$ cat config.mk
export PLATFORM = sky130hd
export DESIGN_NAME = i2c_bridge_arbiter
export DESIGN_NICKNAME = d
export VERILOG_FILES = /design/src/rtl/i2c_bridge_pkg.sv /design/src/rtl/i2c_bus_cond_detect.sv /design/src/rtl/i2c_bridge_arbiter.sv
export SDC_FILE = /design/constraint.sdc
export NUM_CORES = 1
export LEC_CHECK = 0
export CORE_MARGIN = 1
export CORE_UTILIZATION = 45
export DETAILED_ROUTE_END_ITERATION = 16
export MAX_ROUTING_LAYER = met4
export PLACE_DENSITY_LB_ADDON = 0.15
export SLEW_MARGIN = 40
export SYNTH_ARGS = -nofsm -noshare
export SYNTH_HDL_FRONTEND = slang
export SYNTH_SLANG_ARGS = --single-unit
$ cat constraint.sdc
create_clock -name clock -period 2.8 [get_ports clock]
set_input_delay 0.28 -clock clock [delete_from_list [all_inputs] [get_ports clock]]
set_output_delay 0.28 -clock clock [all_outputs]
set_load 0.02 [all_outputs]
$ cat src/rtl/i2c_bridge_pkg.sv
// Shared definitions for the I2C bridge arbiter: state encoding and default timing limits.
package i2c_bridge_pkg;

  typedef enum logic [2:0] {
    ST_IDLE  = 3'd0,
    ST_EXT   = 3'd1,
    ST_BUF   = 3'd2,
    ST_LOC   = 3'd3,
    ST_LBUF  = 3'd4,
    ST_FAULT = 3'd5
  } arb_state_e;

  localparam int DEF_BUF_CYCLES     = 48;
  localparam int DEF_TIMEOUT_CYCLES = 20000;
  localparam int DEF_CNT_W          = 16;

endpackage

$ cat src/rtl/i2c_bus_cond_detect.sv
// Synchronises both bus sides, forms the wired-AND lines and flags START, STOP and SCL edges.
// Pulses and levels appear 3 clocks after a pin change (2 sync stages + 1 edge register).
module i2c_bus_cond_detect (
  input  logic clock,
  input  logic reset,
  input  logic SCL_m_in,
  input  logic SDA_m_in,
  input  logic SCL_c_in,
  input  logic SDA_c_in,
  output logic start,
  output logic stop,
  output logic scl_edge,
  output logic scl,
  output logic sda
);

  logic [1:0] scl_m_sync, sda_m_sync, scl_c_sync, sda_c_sync;
  logic       scl_now, sda_now;

  // NOTE: every register here uses <= so all stages sample the pre-edge values together.
  // Synchronisers reset to 1 (released bus) so leaving reset cannot fake a START/STOP.
  always_ff @(posedge clock) begin
    if (reset) begin
      scl_m_sync <= 2'b11;
      sda_m_sync <= 2'b11;
      scl_c_sync <= 2'b11;
      sda_c_sync <= 2'b11;
    end else begin
      scl_m_sync <= {scl_m_sync[0], SCL_m_in};
      sda_m_sync <= {sda_m_sync[0], SDA_m_in};
      scl_c_sync <= {scl_c_sync[0], SCL_c_in};
      sda_c_sync <= {sda_c_sync[0], SDA_c_in};
    end
  end

  assign scl_now = scl_m_sync[1] & scl_c_sync[1];
  assign sda_now = sda_m_sync[1] & sda_c_sync[1];

  // scl/sda hold the previous synchronised levels, so they double as the edge reference.
  always_ff @(posedge clock) begin
    if (reset) begin
      scl      <= 1'b1;
      sda      <= 1'b1;
      start    <= 1'b0;
      stop     <= 1'b0;
      scl_edge <= 1'b0;
    end else begin
      scl      <= scl_now;
      sda      <= sda_now;
      start    <= scl & scl_now &  sda & ~sda_now;
      stop     <= scl & scl_now & ~sda &  sda_now;
      scl_edge <= scl ^ scl_now;
    end
  end

endmodule

$ cat src/rtl/i2c_bridge_arbiter.sv
// Bus-ownership arbiter for the two-sided I2C repeater; grants the C side to the local master.
// Define I2C_BRIDGE_ARB_TIMEOUT_EN to enable EXT/LOC timeouts and the FAULT state.
module i2c_bridge_arbiter
  import i2c_bridge_pkg::*;
#(
  parameter int BUF_CYCLES     = DEF_BUF_CYCLES,
  parameter int TIMEOUT_CYCLES = DEF_TIMEOUT_CYCLES,
  parameter int CNT_W          = DEF_CNT_W
) (
  input  logic       clock,
  input  logic       reset,
  input  logic       SCL_m_in,
  input  logic       SDA_m_in,
  input  logic       SCL_c_in,
  input  logic       SDA_c_in,
  input  logic       loc_req,
  input  logic       loc_done,
  output logic       loc_gnt,
  output logic       suppress_outputs,
  output logic       bus_busy,
  output logic       collision,
  output logic       fault,
  output logic [2:0] state_dbg
);

  if ((64'd1 << CNT_W) <= 64'(BUF_CYCLES) || (64'd1 << CNT_W) <= 64'(TIMEOUT_CYCLES)) begin : g_cnt_w_check
    $error("CNT_W too narrow for BUF_CYCLES/TIMEOUT_CYCLES");
  end

  localparam logic [CNT_W-1:0] BUF_LIM = CNT_W'(BUF_CYCLES);

  logic             start, stop, scl_edge, scl, sda;
  arb_state_e       state, state_n;
  logic [CNT_W-1:0] cnt, cnt_n, cnt_inc;
  logic             collision_n;

  i2c_bus_cond_detect u_detect (
    .clock    (clock),
    .reset    (reset),
    .SCL_m_in (SCL_m_in),
    .SDA_m_in (SDA_m_in),
    .SCL_c_in (SCL_c_in),
    .SDA_c_in (SDA_c_in),
    .start    (start),
    .stop     (stop),
    .scl_edge (scl_edge),
    .scl      (scl),
    .sda      (sda)
  );

  // "Reaching" a limit means the incremented value hits it, so a state with limit N lasts N clocks.
  assign cnt_inc = (cnt == '1) ? cnt : cnt + CNT_W'(1);

  // NOTE: state_n, cnt_n and collision_n get defaults first so no path leaves them unassigned.
  always_comb begin
    state_n     = state;
    cnt_n       = cnt_inc;
    collision_n = 1'b0;
    unique case (state)
      ST_IDLE: begin
        cnt_n = '0;
        if (start)        state_n = ST_EXT;
        else if (loc_req) state_n = ST_LOC;
      end
      ST_EXT: begin
        if (stop)          state_n = ST_BUF;
        else if (scl_edge) cnt_n   = '0;
`ifdef I2C_BRIDGE_ARB_TIMEOUT_EN
        else if (cnt_inc >= CNT_W'(TIMEOUT_CYCLES)) state_n = ST_FAULT;
`endif
      end
      ST_BUF, ST_LBUF: begin
        if (start)                  state_n = ST_EXT;
        else if (cnt_inc >= BUF_LIM) state_n = ST_IDLE;
      end
      ST_LOC: begin
        if (loc_done || !loc_req) begin
          state_n = ST_LBUF;
        end else begin
          collision_n = start;
`ifdef I2C_BRIDGE_ARB_TIMEOUT_EN
          if (cnt_inc >= CNT_W'(TIMEOUT_CYCLES)) state_n = ST_FAULT;
`endif
        end
      end
`ifdef I2C_BRIDGE_ARB_TIMEOUT_EN
      ST_FAULT: begin
        if (!(scl && sda))          cnt_n   = '0;
        else if (cnt_inc >= BUF_LIM) state_n = ST_IDLE;
      end
`endif
      default: state_n = ST_BUF;
    endcase
    if (state_n != state) cnt_n = '0;
  end

  // Outputs are decoded from state_n so they change on the same edge as the state register.
  always_ff @(posedge clock) begin
    if (reset) begin
      state            <= ST_BUF;
      cnt              <= '0;
      loc_gnt          <= 1'b0;
      suppress_outputs <= 1'b1;
      bus_busy         <= 1'b0;
      collision        <= 1'b0;
    end else begin
      state            <= state_n;
      cnt              <= cnt_n;
      loc_gnt          <= (state_n == ST_LOC);
      suppress_outputs <= (state_n inside {ST_LOC, ST_LBUF, ST_FAULT});
      bus_busy         <= (state_n inside {ST_EXT, ST_LOC});
      collision        <= collision_n;
    end
  end

`ifdef I2C_BRIDGE_ARB_TIMEOUT_EN
  always_ff @(posedge clock) begin
    if (reset) fault <= 1'b0;
    else       fault <= (state_n == ST_FAULT);
  end
`else
  assign fault = 1'b0;
  // Bus levels only feed FAULT recovery, which is absent in this build.
  logic unused_levels;
  assign unused_levels = &{1'b0, scl, sda};
`endif

  assign state_dbg = state;

endmodule

### Word-level counts from Yosys, hierarchy flattened

Index checks and enable logic that the tools add are counted.

* bits in registers: 36
* bits in latches: 0
* bits in writable memories: 0
* memory bits (read-only): 0
* input bits: 8
* output and inout bits: 8
* memories: 0

* add/sub/neg operators: 1
* $mul: 0
* divide/modulo/power cells: 0
* $lt $le $gt $ge: 1
* eq/ne operators: 10
* shift operators: 0
* muxes and demuxes: 11
* bitwise logic cells: 11
* reduce and logical (&&, ||, !) cells: 8

Operators with widths (count)
* $mux 16: 3
* $pmux 16 s2: 1
* $mux 3: 6
* $add 16x1->16 const B: 1
* $eq 16x16->1 const B: 1
* $ge 16x6->1 const B: 1
* $pmux 3 s4: 1
* $eq 3x2->1 const B: 3
* $eq 3x3->1 const B: 3
* $and 1x1->1: 7
* $eq 3x1->1 const B: 2
* $reduce_or 2->1: 2
* $logic_not 3->1: 1
* $ne 3x3->1: 1
* $not 1->1: 3
* $reduce_bool 3->1: 1
* $reduce_or 3->1: 1
* $reduce_bool 2->1: 1
* $logic_not 1->1: 1
* $logic_or 1x1->1: 1
* $xor 1x1->1: 1

### Logic depth before layout (Yosys ltp)

Gate-level depths: netlist of the first run.

* depth after elaboration: 8
* gate-level depth with buffers: 10
* depth with buffers taken out: 8

### Cells and area by module

From an unflattened synthesis of the first run, not the netlist that was laid out.

* cell total of the unflattened synthesis: 207
* area total of the unflattened synthesis: 1976.9 um^2

By module, submodules not included
* i2c_bridge_arbiter: times used 1, cells each 177, area each 1579.0 um^2
* i2c_bus_cond_detect: times used 1, cells each 30, area each 397.9 um^2

### Worst setup path after synthesis of the first run

No wires, ideal clock.

* path type: reg2reg
* from: reg cnt[0]
* to: reg cnt[11]
* library setup time: 0.063 ns
* data arrival time: 2.357 ns
* required time: 2.737 ns
* slack: 0.380 ns
* cell stages (with the launch flop): 11
* clock period less this slack: 2.420 ns
* cell sequence: dfxtp_1 > ha_1 > buf_2 > a21bo_2 > a41oi_1 > a2111oi_0 > o2111ai_1 > nor4_2 > o221ai_2 > buf_6 > nor2_2

* cells in the longest elaborated chain, start to end: 8
* elaborated cells on any way between the ends: 12
* those cells by class: 1 x add/sub; 1 x order compare; 2 x eq/ne; 7 x mux; 1 x reduce/logical

Ends and longest elaborated chain
* start: declaration: RTL line i2c_bridge_arbiter.sv:34 `logic [CNT_W-1:0] cnt, cnt_n, cnt_inc;`
* start signal: assignment: RTL line i2c_bridge_arbiter.sv:108 `cnt <= cnt_n;`
* $add 16x1->16 / $eq 16x16->1 (equally long branches): RTL line i2c_bridge_arbiter.sv:52 `assign cnt_inc = (cnt == '1) ? cnt : cnt + CNT_W'(1);`
* $mux 16 *: RTL line i2c_bridge_arbiter.sv:52
* $ge 16x6->1: RTL line i2c_bridge_arbiter.sv:74 `else if (cnt_inc >= BUF_LIM) state_n = ST_IDLE;`
* $mux 3: RTL line i2c_bridge_arbiter.sv:74
* $mux 3: RTL line i2c_bridge_arbiter.sv:73 `if (start) state_n = ST_EXT;`
* $pmux 3 s4: RTL line i2c_bridge_arbiter.sv:59 `unique case (state)`
* $ne 3x3->1: RTL line i2c_bridge_arbiter.sv:94 `if (state_n != state) cnt_n = '0;`
* $reduce_or 2->1 (no line)

Every way passes the cells marked *; elsewhere a longest branch is shown, timed or not.
A chain may end at the register's enable or synchronous reset.

### Worst setup path after layout of the first run

* from: reg cnt[0]
* to: reg cnt[1]

The elaborated chain is that of the path after synthesis.

==> results.py, run 1 <==
metrics = {
    "finish": {
        "nets": 230,
        "antenna_cells": 0,
        "instances_no_fill": 269,
        "syn_to_final_growth_pct": 17.12,
        "drive_above_1_share_pct": 18.55,
        "n_fill_cell": 337,
    },
    "yosys": {
        "synth-compound-area-share_pct": 14.31,
        "async_flop_share_pct": 0,
        "synth_edf_count": 0,
        "synth_xor_area_share_pct": 3.453,
        "yosysMostFrequentCell": "dfxtp_1",
        "synth_top_area_share_pct": 40.59,
        "synth_area_leader_cell": "dfxtp_1",
        "synth_ff_type": "dfxtp_1",
        "avgSynthCellArea_um2": 8.577,
        "synthesis.nets": 217,
        "synth_mux_area_share_pct": 1.128,
        "synth-seq-cells": 36,
        "netlist_area_um2": 1775,
        "ys_seq_area_share_pct": 40.59,
        "yosys-top-cells-area": "dfxtp_1 (41%), nand2_1 (3.6%), nand3_1 (3.4%), nor2_2 (3.2%), or2_2 (3.2%)",
        "synth_top_family_by_area": "simple AND/OR/NAND/NOR gates",
        "yosys.area_share.simple_pct": 33.47,
        "synthesis.instances": 207,
        "yosysWarningCount": 0,
        "ys_types": 50,
        "synthAdderAreaFrac_pct": 1.409,
        "ys_top_cells_by_count": "dfxtp_1 (36), nand2_1 (17), nand3_1 (12)",
    },
    "routing": {
        "vias": 1462,
        "wire_per_inst_um": 12.55,
        "drt_iter0_markers": 109,
        "wirelength_um": 3376,
        "ant_nets": 0,
        "viasPerCell": 5.435,
        "drc": 0,
        "firstDrtPassIters": 4,
    },
    "status": {
        "status": "completed",
    },
    "die": {
        "pin_count": 16,
        "core_um2": 3716,
        "fp-row-count": 22,
        "die_h_um": 64.81,
        "initial_core_util_pct": 47.78,
        "die_x_um": 64.81,
        "die_area_um2": 4200,
    },
    "timing": {
        "holdWs_ns": 0.4126,
        "hold_viol": 0,
        "max_freq_mhz": 372.5,
        "drv_slew": 0,
        "setup_viol": 0,
        "period_minus_slack_ns": 2.684,
        "finalCritPeriodShare_pct": 95.87,
        "fin_worst_skew_ns": 0.006661,
    },
    "clock_tree": {
        "root_buffer": "clkbuf_8",
        "cts-hold-fix-buffers": 0,
        "cts_tree": "built",
        "numCtsBuffers": 5,
        "path_clk_slew_ns": 0.07,
        "cts_buffer_depth": 2,
        "clk_latency_ns": 0.28,
        "htree_levels": 2,
        "cts.sinks": 36,
        "post_cts_buffers": 0,
    },
    "global_route": {
        "grt.overflow.total": 0,
        "grt_pass1_vias": 1310,
        "antenna_found_initial": 0,
        "grt_max_degree": 15,
        "grt_pass1_wl_um": 5885,
        "track_usage_pct": 18.69,
    },
    "power": {
        "power.density_nw_per_um2": 549.6,
        "vdd_drop_max_mv": 0.2740,
        "leakagePower_uw": 0.0007276,
        "power_uw": 1143,
    },
    "critical_path": {
        "crit_path_max_fanout": 13,
        "crit_type": "register to register",
        "end_kind": "register",
        "start_kind": "register",
        "critPathRequiredTime_ns": 3.01,
        "cp.arrival_ns": 2.89,
    },
    "placed_design": {
        "dp_hpwl_um": 2517,
        "place_inst": 261,
        "io_buffers": 14,
        "gp_congestion": 0.9451,
    },
    "flow_run": {
        "maxCapViolations": 0,
    },
    "min_path": {
        "hold_class": "register to register",
    },
}
kinds of logic after synthesis:
family,after synthesis
compound gates,38
xor+xnor,7
fa+ha+maj,2
buf+inv,21
flops,36
mux,2
other cells,1
simple gates,100
final cells by class:
cell class	instances	area, µm²	area share [%]
clock buffer	5	68.82	3.309
clock inverter	3	42.54	2.046
inverter	7	26.28	1.264
multi-input combinational	150	975.9	46.93
sequential	36	720.7	34.66
tap	48	60.06	2.888
timing repair buffer	20	185.2	8.905
routing by layer:
layer | share of wire [%] | track usage [%] | vias to the layer above
li1 | - | - | 763
met1 | 49 | 24.89 | 661
met2 | 46 | 27.47 | 34
met3 | 4.7 | 5.458 | 4
met4 | 0.68 | 5.000 | 0
met5 | 0 | - | -
sequential cells by signal, summed over array words and instances, names as in the netlist:
| signal | cells |
|---|---|
| bus_busy | 1 |
| cnt | 16 |
| collision | 1 |
| loc_gnt | 1 |
| state_dbg | 3 |
| suppress_outputs | 1 |
| u_detect.scl | 1 |
| u_detect.scl_c_sync | 2 |
| u_detect.scl_edge | 1 |
| u_detect.scl_m_sync | 2 |
| u_detect.sda | 1 |
| u_detect.sda_c_sync | 2 |
| u_detect.sda_m_sync | 2 |
| u_detect.start | 1 |
| u_detect.stop | 1 |
worst max-delay path: stages (launching register included):
cell	delay, ns
dfxtp_1	0.43
ha_2	0.25
a21bo_2	0.13
a41oi_1	0.11
a2111oi_0	0.41
o2111ai_1	0.29
nor4b_2	0.42
o221ai_2	0.20
buf_4	0.23
a21oi_1	0.13
layout by cell type, fill, tap and decap left out, types with 2 or more instances in the layout:
master,synthesis,routed
nor4_2,2,2
nand2b_1,4,4
nor2_1,11,11
clkdlybuf4s50_1,0,14
and2_1,2,2
xor2_1,5,5
mux2i_1,2,2
nor2_2,9,9
o2111ai_1,2,2
nand2_1,17,17
o21ai_0,11,11
and4_1,3,3
nand3b_1,3,3
buf_4,1,6
o31ai_1,2,2
inv_1,7,7
nor3_1,5,5
nand3_1,12,12
clkbuf_8,0,5
and3_1,7,7
a211oi_1,2,2
dfxtp_1,36,36
xnor2_1,2,2
nor2b_1,3,3
a21oi_1,8,8
or2_2,9,9
nand4_1,5,5
what timing repair did:
| action | in CTS | in global routing |
|---|---|---|
| setup endpoints to repair | 0 | 12 |
| hold endpoints to repair | 0 | 0 |
| resized for setup | 0 | 3 |
metrics by stage:
step                      setup TNS [ns]  util [%]  setup slack (ns)  area [µm²]
after global placement                 0     52.49            0.2624        1951
final                                  0     55.96            0.1157        2079
after detailed placement               0     52.49            0.1523        1951
after global routing            -0.04902     55.96          -0.02693        2079
after CTS                              0     55.49            0.1411        2062
after floorplan                        0         -            0.3797        1775
path summary, 6_finish.rpt:
path	startpoint	to	slack, ns	depth (start not counted)
worst min register to register	u_detect.sda_c_sync[0]	u_detect.sda_c_sync[1]	0.41	1
worst max register to register	cnt[0]	cnt[1]	0.12	9
worst min-delay path	u_detect.sda_c_sync[0]	u_detect.sda_c_sync[1]	0.41	1
worst max-delay path	cnt[0]	cnt[1]	0.12	9
power breakdown:
part | switching, µW | internal, µW
Clock | 182 | 263
Combinational | 74.8 | 64.3
Sequential | 24.0 | 535
Total | 281 | 862
(Power assumes the default switching activity.)
==> run 2: changes to the inputs <==
--- a/config.mk
+++ b/config.mk
@@ -10,6 +10,7 @@
 export DETAILED_ROUTE_END_ITERATION = 16
 export MAX_ROUTING_LAYER = met4
 export PLACE_DENSITY_LB_ADDON = 0.15
+export SKIP_CTS_REPAIR_TIMING = 1
 export SLEW_MARGIN = 40
 export SYNTH_ARGS = -nofsm -noshare
 export SYNTH_HDL_FRONTEND = slang
==> results of run 2 <==
Final layout, timing and power as in run 1 (identical DEF).
==> run 3: changes to the inputs <==
--- a/config.mk
+++ b/config.mk
@@ -8,6 +8,7 @@
 export CORE_MARGIN = 1
 export CORE_UTILIZATION = 45
 export DETAILED_ROUTE_END_ITERATION = 16
+export GPL_ROUTABILITY_DRIVEN = 0
 export MAX_ROUTING_LAYER = met4
 export PLACE_DENSITY_LB_ADDON = 0.15
 export SKIP_CTS_REPAIR_TIMING = 1
==> run 3 against run 2 <==
Net effect:
- flip-flop and latch count unchanged
- clock-buffer cell count rose by 1
- combinational power increased by 3%
- first-iteration DRC count up 49%
- total power decreased by 5.8%
- critical path type unchanged
- critical endpoint unchanged
==> results.py, run 3 (synthesized netlist as in run 1, its figures left out) <==
metrics = {
    "status": {
        "status": "completed",
    },
    "routing": {
        "vias": 1502,
        "viasPerCell": 5.584,
        "firstDrtPassIters": 4,
        "drc": 0,
        "wirelength_um": 3522,
        "wire_per_inst_um": 13.09,
        "drt_iter0_markers": 162,
        "ant_nets": 0,
    },
    "finish": {
        "regMostFlops": "cnt",
        "final_cell_mix": "dfxtp_1 (36), nand2_1 (17), clkdlybuf4s50_1 (14)",
        "largest_register_ffs": 16,
        "utilization_pct": 55.29,
        "drive_above_1_share_pct": 18.55,
        "regArea_um2": 720.7,
        "final_common_cell": "dfxtp_1",
        "syn_to_final_growth_pct": 15.72,
        "nets": 230,
        "multiInputGateArea_um2": 969.7,
        "antenna_cells": 0,
        "n_fill_cell": 332,
    },
    "critical_path": {
        "path_delay_family": "compound AO/OA/AOI/OAI gates",
        "start_kind": "register",
        "path_buf_inv": 1,
        "crit_type": "register to register",
        "end_kind": "register",
        "critPathRequiredTime_ns": 3.02,
        "worstPathCellList": "ha_1 > a21bo_2 > a41oi_1 > a2111oi_1 > o2111ai_1 > nor4b_2 > o221ai_2 > buf_4 > a21oi_1",
        "max_stage_delay_ns": 0.44,
        "cp_slowest_cell": "a2111oi_1",
        "cp.arrival_ns": 2.85,
        "crit_path_max_fanout": 10,
    },
    "clock_tree": {
        "cts.sinks": 36,
        "clk_latency_ns": 0.29,
        "root_buffer": "clkbuf_8",
        "numCtsBuffers": 5,
        "cts_buffer_depth": 2,
        "htree_levels": 2,
        "path_clk_slew_ns": 0.07,
        "cts_tree": "built",
    },
    "timing": {
        "period_minus_slack_ns": 2.633,
        "finalCritPeriodShare_pct": 94.04,
        "rsz0062_at_grt": "no",
        "drv_slew": 0,
        "fin_worst_skew_ns": 0.003416,
        "setup_viol": 0,
        "hold_viol": 0,
        "setup_tns_ns": 0,
        "max_freq_mhz": 379.8,
    },
    "placed_design": {
        "dp_hpwl_um": 2611,
        "io_buffers": 14,
    },
    "die": {
        "die_x_um": 64.81,
        "fp-row-count": 22,
        "die_area_um2": 4200,
        "die_h_um": 64.81,
        "pin_count": 16,
        "initial_core_util_pct": 47.78,
        "core_um2": 3716,
    },
    "flow_run": {
        "maxCapViolations": 0,
    },
    "power": {
        "leakagePower_uw": 0.0007278,
        "vdd_drop_max_mv": 0.3118,
        "power.density_nw_per_um2": 524.0,
    },
    "global_route": {
        "antenna_found_initial": 0,
        "grt_max_degree": 15,
        "track_usage_pct": 19.89,
        "grt_pass1_wl_um": 6161,
        "grt_pass1_vias": 1433,
        "grt.overflow.total": 0,
    },
    "min_path": {
        "hold_class": "register to register",
    },
}
[run 3: final timing paths]
check                               from                      to  slack, ns  depth (start not counted)
setup / recovery                  cnt[0]                  cnt[1]       0.17                          9
setup reg to reg                  cnt[0]                  cnt[1]       0.17                          9
hold / removal    u_detect.scl_c_sync[0]  u_detect.scl_c_sync[1]       0.41                          1
hold reg to reg   u_detect.scl_c_sync[0]  u_detect.scl_c_sync[1]       0.41                          1
[run 3: cell type report]
type                       count  share of cell area (%)
inverter                       7                   1.279
timing repair buffer          20                   9.013
clock inverter                 2                  0.4872
sequential                    36                   35.08
multi-input combinational    150                   47.20
clock buffer                   6                   4.019
tap                           48                   2.923
[run 3: layer usage]
layer,routed length [µm],up-vias,GRT usage (%)
li1,-,761,-
met4,65,0,11.11
met2,1612,67,29.17
met1,1585,667,24.07
met3,259,7,6.162
met5,0,-,-
[run 3: through the flow]
stage / hold slack (ns) / instances / cell area, µm² / total power, µW / setup WS (ns)
4_1_cts: 0.4143 / 269 / 2043 / 1090 / 0.08601
2_1_floorplan: 0.3838 / 207 / 1775 / 662.7 / 0.3797
3_5_place_dp: 0.3967 / 261 / 1951 / 711.5 / 0.09675
5_1_grt: 0.4217 / 269 / 2054 / 1125 / 0.007105
3_3_place_gp: 0.3909 / 261 / 1951 / 704.4 / 0.3397
6_report: 0.4129 / 269 / 2054 / 1077 / 0.1669
[run 3: power breakdown]
part           internal [µW]  switching, µW
clock network            196            180
logic                   65.4           77.6
registers                535           23.2
